File: src/rtl/rfsoc_config_pkg.sv
// Shared types and constants for the RFSoC ADC readout path.
package rfsoc_config;

    localparam logic [15:0] ADC_ARB_MAGIC = 16'hADC0;

    typedef enum logic [1:0] {
        IDLE,
        HEADER,
        BURST
    } arb_state_t;

    // Channel-id field is never narrower than the 3-bit tuser sideband.
    function automatic int ch_id_width(input int num_ch);
        int w;
        w = $clog2(num_ch);
        return (w < 3) ? 3 : w;
    endfunction

endpackage

File: src/rtl/axis_skid_buffer.sv
// Two-entry registered skid buffer; breaks the ready path and keeps full rate.
module axis_skid_buffer #(
    parameter int W = 132
) (
    input  logic         pl_clk,
    input  logic         rst,
    input  logic         clear,
    input  logic [W-1:0] s_data,
    input  logic         s_valid,
    output logic         s_ready,
    output logic [W-1:0] m_data,
    output logic         m_valid,
    input  logic         m_ready
);

    logic [W-1:0] skid_data;
    logic         skid_valid;

    assign s_ready = !skid_valid;

    // The output register refills from the skid entry first so beat order is kept.
    always_ff @(posedge pl_clk) begin
        if (rst || clear) begin
            m_valid    <= 1'b0;
            m_data     <= '0;
            skid_valid <= 1'b0;
            skid_data  <= '0;
        end else if (!m_valid || m_ready) begin
            if (skid_valid) begin
                m_data     <= skid_data;
                m_valid    <= 1'b1;
                skid_valid <= 1'b0;
            end else begin
                m_valid <= s_valid;
                if (s_valid) begin
                    m_data <= s_data;
                end
            end
        end else if (s_valid && !skid_valid) begin
            skid_data  <= s_data;
            skid_valid <= 1'b1;
        end
    end

endmodule

File: src/rtl/adc_readout_arbiter.sv
// Round-robin arbiter multiplexing NUM_CH ADC streams onto one tagged AXI-Stream.
// Define ADC_ARB_HEADER_EN to prefix every grant with a magic/id/sequence header beat.
module adc_readout_arbiter
    import rfsoc_config::*;
#(
    parameter int NUM_CH    = 4,
    parameter int DATA_W    = 128,
    parameter int BURST_LEN = 16
) (
    input  logic                     pl_clk,
    input  logic                     rst,
    input  logic [NUM_CH-1:0]        ch_enable,
    input  logic                     flush,
    input  logic [NUM_CH*DATA_W-1:0] s_axis_tdata,
    input  logic [NUM_CH-1:0]        s_axis_tvalid,
    input  logic [NUM_CH-1:0]        s_axis_tlast,
    output logic [NUM_CH-1:0]        s_axis_tready,
    output logic [DATA_W-1:0]        m_axis_tdata,
    output logic                     m_axis_tvalid,
    output logic                     m_axis_tlast,
    output logic [2:0]               m_axis_tuser,
    input  logic                     m_axis_tready,
    output logic                     busy
);

    localparam int CH_W   = $clog2(NUM_CH);
    localparam int ID_W   = ch_id_width(NUM_CH);
    localparam int CNT_W  = $clog2(BURST_LEN + 1);
    localparam int SKID_W = DATA_W + 1 + ID_W;

    arb_state_t        state;
    logic [CH_W-1:0]   grant;
    logic [CH_W-1:0]   rr_ptr;
    logic [CNT_W-1:0]  beat_cnt;
    logic [NUM_CH-1:0] req;
    logic [CH_W-1:0]   pick;
    logic              pick_valid;
    logic [CH_W:0]     scan_idx;
    logic [ID_W-1:0]   grant_id;
    logic              beat_last;
    logic              in_hs;
    logic [SKID_W-1:0] sk_in_data;
    logic              sk_in_valid;
    logic              sk_in_ready;
    logic [SKID_W-1:0] sk_out_data;

`ifdef ADC_ARB_HEADER_EN
    logic [15:0]       seq_cnt [NUM_CH];
    logic [DATA_W-1:0] header;

    always_comb begin
        header                   = '0;
        header[DATA_W-1 -: 16]   = ADC_ARB_MAGIC;
        header[DATA_W-17 -: 8]   = {{(8-ID_W){1'b0}}, grant_id};
        header[15:0]             = seq_cnt[grant];
    end
`endif

    assign req = s_axis_tvalid & ch_enable;

    // First requester at or above rr_ptr, wrapping back to channel 0.
    always_comb begin
        pick       = '0;
        pick_valid = 1'b0;
        scan_idx   = '0;
        for (int i = 0; i < NUM_CH; i++) begin
            scan_idx = {1'b0, rr_ptr} + (CH_W+1)'(i);
            if (scan_idx >= (CH_W+1)'(NUM_CH)) begin
                scan_idx = scan_idx - (CH_W+1)'(NUM_CH);
            end
            if (!pick_valid && req[scan_idx[CH_W-1:0]]) begin
                pick       = scan_idx[CH_W-1:0];
                pick_valid = 1'b1;
            end
        end
    end

    always_comb begin
        grant_id             = '0;
        grant_id[CH_W-1:0]   = grant;
    end

    assign beat_last = s_axis_tlast[grant] || (beat_cnt == CNT_W'(BURST_LEN - 1));
    assign in_hs     = (state == BURST) && !flush && s_axis_tvalid[grant] && sk_in_ready;

    always_comb begin
        sk_in_valid = 1'b0;
        sk_in_data  = {grant_id, beat_last, s_axis_tdata[grant*DATA_W +: DATA_W]};
        if (!flush) begin
            case (state)
                BURST:  sk_in_valid = s_axis_tvalid[grant];
`ifdef ADC_ARB_HEADER_EN
                HEADER: begin
                    sk_in_valid = 1'b1;
                    sk_in_data  = {grant_id, 1'b0, header};
                end
`endif
                default: sk_in_valid = 1'b0;
            endcase
        end
    end

    // While flushing every channel is drained so upstream FIFOs empty out.
    always_comb begin
        s_axis_tready = '0;
        if (!rst) begin
            if (flush) begin
                s_axis_tready = '1;
            end else if (state == BURST) begin
                s_axis_tready[grant] = sk_in_ready;
            end
        end
    end

    always_ff @(posedge pl_clk) begin
        if (rst) begin
            state    <= IDLE;
            grant    <= '0;
            rr_ptr   <= '0;
            beat_cnt <= '0;
`ifdef ADC_ARB_HEADER_EN
            for (int i = 0; i < NUM_CH; i++) begin
                seq_cnt[i] <= '0;
            end
`endif
        end else if (flush) begin
            state    <= IDLE;
            beat_cnt <= '0;
        end else begin
            case (state)
                IDLE: begin
                    beat_cnt <= '0;
                    if (pick_valid) begin
                        grant <= pick;
`ifdef ADC_ARB_HEADER_EN
                        state <= HEADER;
`else
                        state <= BURST;
`endif
                    end
                end
`ifdef ADC_ARB_HEADER_EN
                HEADER: begin
                    if (sk_in_ready) begin
                        state <= BURST;
                    end
                end
`endif
                BURST: begin
                    if (in_hs) begin
                        if (beat_last) begin
                            state  <= IDLE;
                            rr_ptr <= (grant == CH_W'(NUM_CH - 1)) ? '0 : grant + 1'b1;
`ifdef ADC_ARB_HEADER_EN
                            seq_cnt[grant] <= seq_cnt[grant] + 16'd1;
`endif
                        end else begin
                            beat_cnt <= beat_cnt + 1'b1;
                        end
                    end
                end
                default: state <= IDLE;
            endcase
        end
    end

    axis_skid_buffer #(
        .W(SKID_W)
    ) u_skid (
        .pl_clk  (pl_clk),
        .rst     (rst),
        .clear   (flush),
        .s_data  (sk_in_data),
        .s_valid (sk_in_valid),
        .s_ready (sk_in_ready),
        .m_data  (sk_out_data),
        .m_valid (m_axis_tvalid),
        .m_ready (m_axis_tready)
    );

    assign m_axis_tdata = sk_out_data[DATA_W-1:0];
    assign m_axis_tlast = sk_out_data[DATA_W];
    assign m_axis_tuser = sk_out_data[DATA_W+1 +: 3];
    assign busy         = (state != IDLE);

endmodule
File: config.mk
export PLATFORM = sky130hd
export DESIGN_NAME = adc_readout_arbiter
export DESIGN_NICKNAME = d
export VERILOG_FILES = /design/src/rtl/rfsoc_config_pkg.sv /design/src/rtl/axis_skid_buffer.sv /design/src/rtl/adc_readout_arbiter.sv
export SDC_FILE = /design/constraint.sdc
export NUM_CORES = 1
export LEC_CHECK = 0
export BUFFER_PORTS_ARGS = -buffer_cell sky130_fd_sc_hd__buf_2
export CAP_MARGIN = 40
export CELL_PAD_IN_SITES_DETAIL_PLACEMENT = 0
export CELL_PAD_IN_SITES_GLOBAL_PLACEMENT = 1
export CORE_AREA = 2 2 257 259
export DETAILED_ROUTE_END_ITERATION = 10
export DIE_AREA = 0 0 259 261
export GPL_TIMING_DRIVEN = 0
export PLACE_DENSITY = 0.65
export SYNTH_ARGS = -nofsm -noshare
export SYNTH_HDL_FRONTEND = slang
export SYNTH_SLANG_ARGS = --single-unit
File: constraint.sdc
create_clock -name pl_clk -period 2.3 [get_ports pl_clk]
set_input_delay 0.115 -clock pl_clk [delete_from_list [all_inputs] [get_ports pl_clk]]
set_output_delay 0.115 -clock pl_clk [all_outputs]
set_load 0.05 [all_outputs]
# Word-level counts from Yosys, hierarchy flattened
# Cells that the tools add are included.
[totals]
out_inout_bits = 138
n_memories = 0
word_cells = 110
rom_bits = 0
latch_bits = 0
input_bits = 528
mem_bits_rw = 0
ff_bits = 276
[classes]
mul = 0
order_cmp = 10
n_reduce_logical = 29
n_shift = 1
div_mod_pow = 0
n_mux = 42
eq_ne = 7
addsub = 9
n_bitwise = 4
[op_table]
columns = ["op", "n"]
rows = [
  ["variable part select 512 x 10 -> 128 bit", 1],
  ["2-to-1 mux 132 bit", 2],
  ["2-to-1 mux 2 bit", 12],
  ["less-than comparator 2 x 3 -> 1 bit (second input constant)", 5],
  ["2-to-1 mux 1 bit", 14],
  ["binary-select mux 1 bit (select 2 bit)", 6],
  ["2-to-1 mux 4 bit", 3],
  ["2-to-1 mux 5 bit", 2],
  ["one-hot mux 5 bit (2 select lines)", 1],
  ["greater-or-equal comparator 3 bit (second input constant)", 3],
  ["AND reduction 3 bit", 3],
  ["bitwise AND 4 bit", 2],
  ["logical AND 1 bit", 8],
  ["inequality test 2 bit (second input constant)", 4],
  ["subtractor 2 x 1 -> 2 bit (second input constant)", 4],
  ["adder 2 x 2 -> 3 bit (second input constant)", 2],
  ["zero test 1 bit", 6],
  ["nonzero test 2 bit", 3],
  ["adder 5 x 1 -> 5 bit (second input constant)", 1],
  ["== test 5 x 4 -> 1 bit (second input constant)", 1],
  ["== test 2 bit (second input constant)", 2],
  ["one-hot mux 2 bit (2 select lines)", 1],
  ["AND reduction 2 bit", 2],
  ["AND reduction 4 bit", 1],
  ["9 further kinds", 13],
]

# Longest topological paths before layout
[depth]
ltp_word = 16
depth_mapped = 9

# Cells and area by module
# Synthesis repeated with hierarchy kept, for this count alone.
[unflattened]
cells_unflattened = 1433
hier_area_um2 = 14770.4
[by_module_without_submodules]
columns = ["module", "area_each_um2", "cells_each", "n_inst"]
rows = [
  ["axis_skid_buffer", 11006.8, 1188, 1],
  ["adc_readout_arbiter", 3763.6, 245, 1],
]

# Least setup slack after synthesis
# OpenSTA, ideal clock, no wires.
[synth_path]
path_type = "register to register"
start = "register state[1]"
end = "register u_skid.m_data[119]"
path_stages_with_launch = 8
period_less_slack_ns = 2.054
setup_ns = 0.087
arrival_time_ns = 1.967
setup_slack_ns = 0.246
cell_sequence = "dfxtp_1 buf_4 nor3b_4 a221o_1 nand2_1 buf_4 buf_6 o31ai_1"
[synth_via]
elab_chain_cells = 5
[synth_lines]
columns = ["item", "line", "source"]
rows = [
  ["start, declared", "adc_readout_arbiter.sv:31", "arb_state_t state;"],
  ["start signal, assigned", "adc_readout_arbiter.sv:117", "state <= IDLE;"],
  ["start signal, assigned", "adc_readout_arbiter.sv:127", "state <= IDLE;"],
  ["start signal, assigned", "adc_readout_arbiter.sv:138", "state <= BURST;"],
  ["== test 2 bit", "adc_readout_arbiter.sv:90", "case (state)"],
  ["2-to-1 mux 1 bit", "adc_readout_arbiter.sv:90", ""],
  ["2-to-1 mux 1 bit", "adc_readout_arbiter.sv:89", "if (!flush) begin"],
  ["nonzero test 2 bit (no source line)", "--", ""],
  ["AND reduction 2 bit (no source line)", "--", ""],
  ["end signal, assigned", "axis_skid_buffer.sv:30", "m_data <= skid_data;"],
  ["end signal, assigned", "axis_skid_buffer.sv:36", "m_data <= s_data;"],
  ["end, declared", "axis_skid_buffer.sv:11", "output logic [W-1:0] m_data,"],
]
# Every way passes these cells.
# A chain may end at the register's enable or synchronous reset.

# Worst setup path after layout
[layout_path]
start = "register grant[0]"
end = "register u_skid.m_data[127]"
[layout_via]
elab_chain_cells = 6
elab_cells_between_ends = 9
[layout_lines]
columns = ["item", "line", "source"]
rows = [
  ["start, declared", "adc_readout_arbiter.sv:32", "logic [CH_W-1:0] grant;"],
  ["start signal, assigned", "adc_readout_arbiter.sv:134", "grant <= pick;"],
  ["branches (longest 6 deep; another with variable part select 512 x 10 -> 128 bit)", "--", ""],
]
# Parallel ways; which one is timed is not known. The select of a mux whose other input is x is not followed.

==> impl_metrics.tcl <==
set metrics [dict create \
    status "complete, no violations" \
    grt_use_met2_pct 33.5 \
    fin_crit_sh_pct 95.5 \
    synthCells 1483 \
    synth_top_area_share_pct 35.9 \
    clk_path_buf_depth 3 \
    avgViaCountPerCell 5.11 \
    power_density_mw_per_mm2 582 \
    reg2reg_slack_ns 0.10 \
    cts_tree "done" \
    maxSlewViolCount 0 \
    synthFlopType "dfxtp_1" \
    vias 15800 \
    pre_cts_slack_ns -0.519 \
    final_util_pct 32.6 \
    coreArea_mm2 0.0650 \
    antenna_found_initial 7 \
    synth_edf_count 0 \
    max-slew-margin-rel_pct 43.2 \
    hpwl_um 56200 \
    setup.worst_path.start_class "register" \
    portBuffers 664 \
    hold_class "in -> reg" \
    die_area_mm2 0.0676 \
    grt_max_degree 12 \
    cts-root-buf "clkbuf_16" \
    ir_worst_vdd_v 0.000334 \
    initialDrtViolationCount 920 \
    hold_viol_final 0 \
    synth_seq_area_share_pct 35.9 \
    fmax_ghz 0.455 \
    layout_min_cycle_time_ns 2.20 \
    crit_end "u_skid.m_data[127]" \
    worstMarginPinSlew_ns 0.851 \
    cts.sinks 274 \
    use_met3_pct 3.28 \
    p_sw_mw 3.36 \
    mostFrequentLayoutCells "buf_2, dfxtp_1, a21oi_1" \
    die_w_um 259 \
    nets 2740 \
    drive_above_1_share_pct 43.5 \
    seqPwrFrac_pct 38.9 \
    p_comb_share_pct 16.3 \
    pin_count 666 \
    gp_congestion 0.953 \
    placed_cells 3019 \
    die_h_um 261 \
    drc 0 \
    timing.rr.start "grant[0]" \
    ant_nets 0 \
    synth-async-reset-ratio_pct 0 \
    grt_pass1_wl_um 101000 \
    finalNonFillerCells 3094 \
    numCtsBuffers 35 \
    busiest_layer "met2" \
    r2r_cells 6 \
    layout_commonest_cell "buf_2" \
    yosysWarnings 0 \
    htree_levels 2 \
    layout_setup_ws_ns 0.104 \
    syn_area_per_cell_um2 10.3 \
    startpoint "grant[0]" \
    clkTransAtPathRegs_ns 0.06 \
    clkLatencyLatePin_ns 0.54 \
    synth.distinct_cells 49 \
    netlist_area_mm2 0.0153 \
    synth_area_leader_cell "dfxtp_1" \
    worstSetupPathType "reg -> reg" \
    crit_fanout 10 \
    power.internal_mw 8.98 \
    grt_util_all_layers_pct 19.8 \
    grt-ovfl-total 0 \
    synth_area_leaders "dfxtp_1, mux4_2, mux2i_1" \
    drv_cap 0 \
    postSynthNetCount 2017 \
    finalSetupTns_ns 0 \
    start_util_pct 23.5 \
    synth-seq-cells 274 \
    routedWlPerCell_um 22.8 \
    rsz0062_at_grt "no" \
    wl_um 70400 \
    p_leak_nw 8.98 \
    clock_skew_ns 0.0114 \
    setup_violations 0 \
    grt_pass1_vias 15900 \
    switching_share_pct 27.2 \
    r2r-end "u_skid.m_data[127]" \
    end_kind "register" \
    area_delta_synth_final_pct 38.9 \
    crit_arrival_ns 2.59 \
    drt_first_pass_iters 5 \
    num_rows 94 \
    p_clk_share_pct 44.8 \
    met1_usage_pct 25.9 \
    cp_data_required_time_ns 2.69 \
]
[final cells by class]
class                      count  area, um^2
tap                          864        1080
buffer                       194        1060
timing repair buffer         687        3580
inverter                       4        15.0
clock buffer                  50        1050
antenna                        2        5.00
clock inverter                 9        78.8
multi-input combinational   1010        8830
sequential                   274        5490
fill                        6796       43800
[power by group through the flow]
stage / sequential [mW] / clock (mW) / combinational [mW]
after detailed placement: 4.90 / 0 / 1.98
after global routing: 4.79 / 5.85 / 2.16
final: 4.79 / 5.53 / 2.01
after global placement: 4.90 / 0 / 1.95
after CTS: 4.79 / 5.69 / 2.02
after floorplan: 4.98 / 0 / 0.961
[stage by stage]
step	hold WS [ns]	instance area (um^2)	power [mW]
after floorplan	0.299	15300	5.94
after CTS	0.0119	21100	12.5
after global routing	0.0576	21200	12.8
after global placement	0.460	19700	6.84
final	0.0432	21200	12.3
after detailed placement	0.467	19800	6.88
[how the worst min path moves through the flow]
| stage | slack [ns] | depth (start not counted) | startpoint | end |
|---|---|---|---|---|
| after global routing | 0.06 | 3 | ch_enable[3] | grant[0] |
| after global placement | 0.46 | 2 | u_skid.skid_data[125] | u_skid.skid_data[125] |
| final | 0.04 | 3 | ch_enable[3] | grant[0] |
| after floorplan | 0.30 | 2 | rst | rr_ptr[1] |
| after detailed placement | 0.47 | 2 | u_skid.skid_data[126] | u_skid.skid_data[126] |
| after CTS | 0.01 | 3 | ch_enable[3] | grant[0] |
[kinds of logic (layout without fill, tap and decap cells)]
logic type                 Yosys count  in the layout  synth area share [%]
AOI/OAI and AO/OA                  553            553                  23.0
DFF                                274            274                  35.9
muxes                              271            271                  28.3
buffers and inverters              199            944                  6.24
and+or+nand+nor                    179            179                  6.01
adders and majority gates            6              6                 0.492
other                                1              3                0.0246
[repair_timing]
| action | CTS | global route |
|---|---|---|
| gates resized for setup | 33 | 30 |
| pin swaps | 2 | 0 |
| cloned | 0 | 0 |
| setup buffers | 6 | 5 |
| hold endpoints to repair | 6 | 0 |
| hold buffers | 4 | 0 |
| endpoints found under the setup margin | 233 | 212 |
[layer usage]
| layer | up-vias | wire [um] |
|---|---|---|
| li1 | 7297 | - |
| met1 | 7898 | 30600 |
| met2 | 543 | 34100 |
| met3 | 83 | 4080 |
| met4 | 4 | 1640 |
| met5 | - | 26 |
[flip-flops by register name, summed over array words and instances, names as in the netlist]
| name | flops |
|---|---|
| beat_cnt | 5 |
| grant | 2 |
| rr_ptr | 2 |
| state | 1 |
| u_skid.m_data | 131 |
| u_skid.m_valid | 1 |
| u_skid.skid_data | 131 |
| u_skid.skid_valid | 1 |
[worst max-delay path, stage by stage, from the launching register on]
cell	delay, ns
dfxtp_2	0.36
buf_4	0.16
buf_12	0.15
buf_2	0.41
mux4_2	0.63
mux2i_1	0.24
o31ai_1	0.10
[synthesized netlist by cell type, drive strengths merged, types with 5 or more instances]
library cell  instances
a21oi               144
mux2i               138
nand2                 9
o31ai               129
o21ai               132
mux4                128
clkbuf              110
ha                    6
nand3               138
buf                  85
dfxtp               274
o211ai              131
mux2                  5
nor2                  9
nor2b                 5
Note: power is estimated with default switching activity, not from simulation.
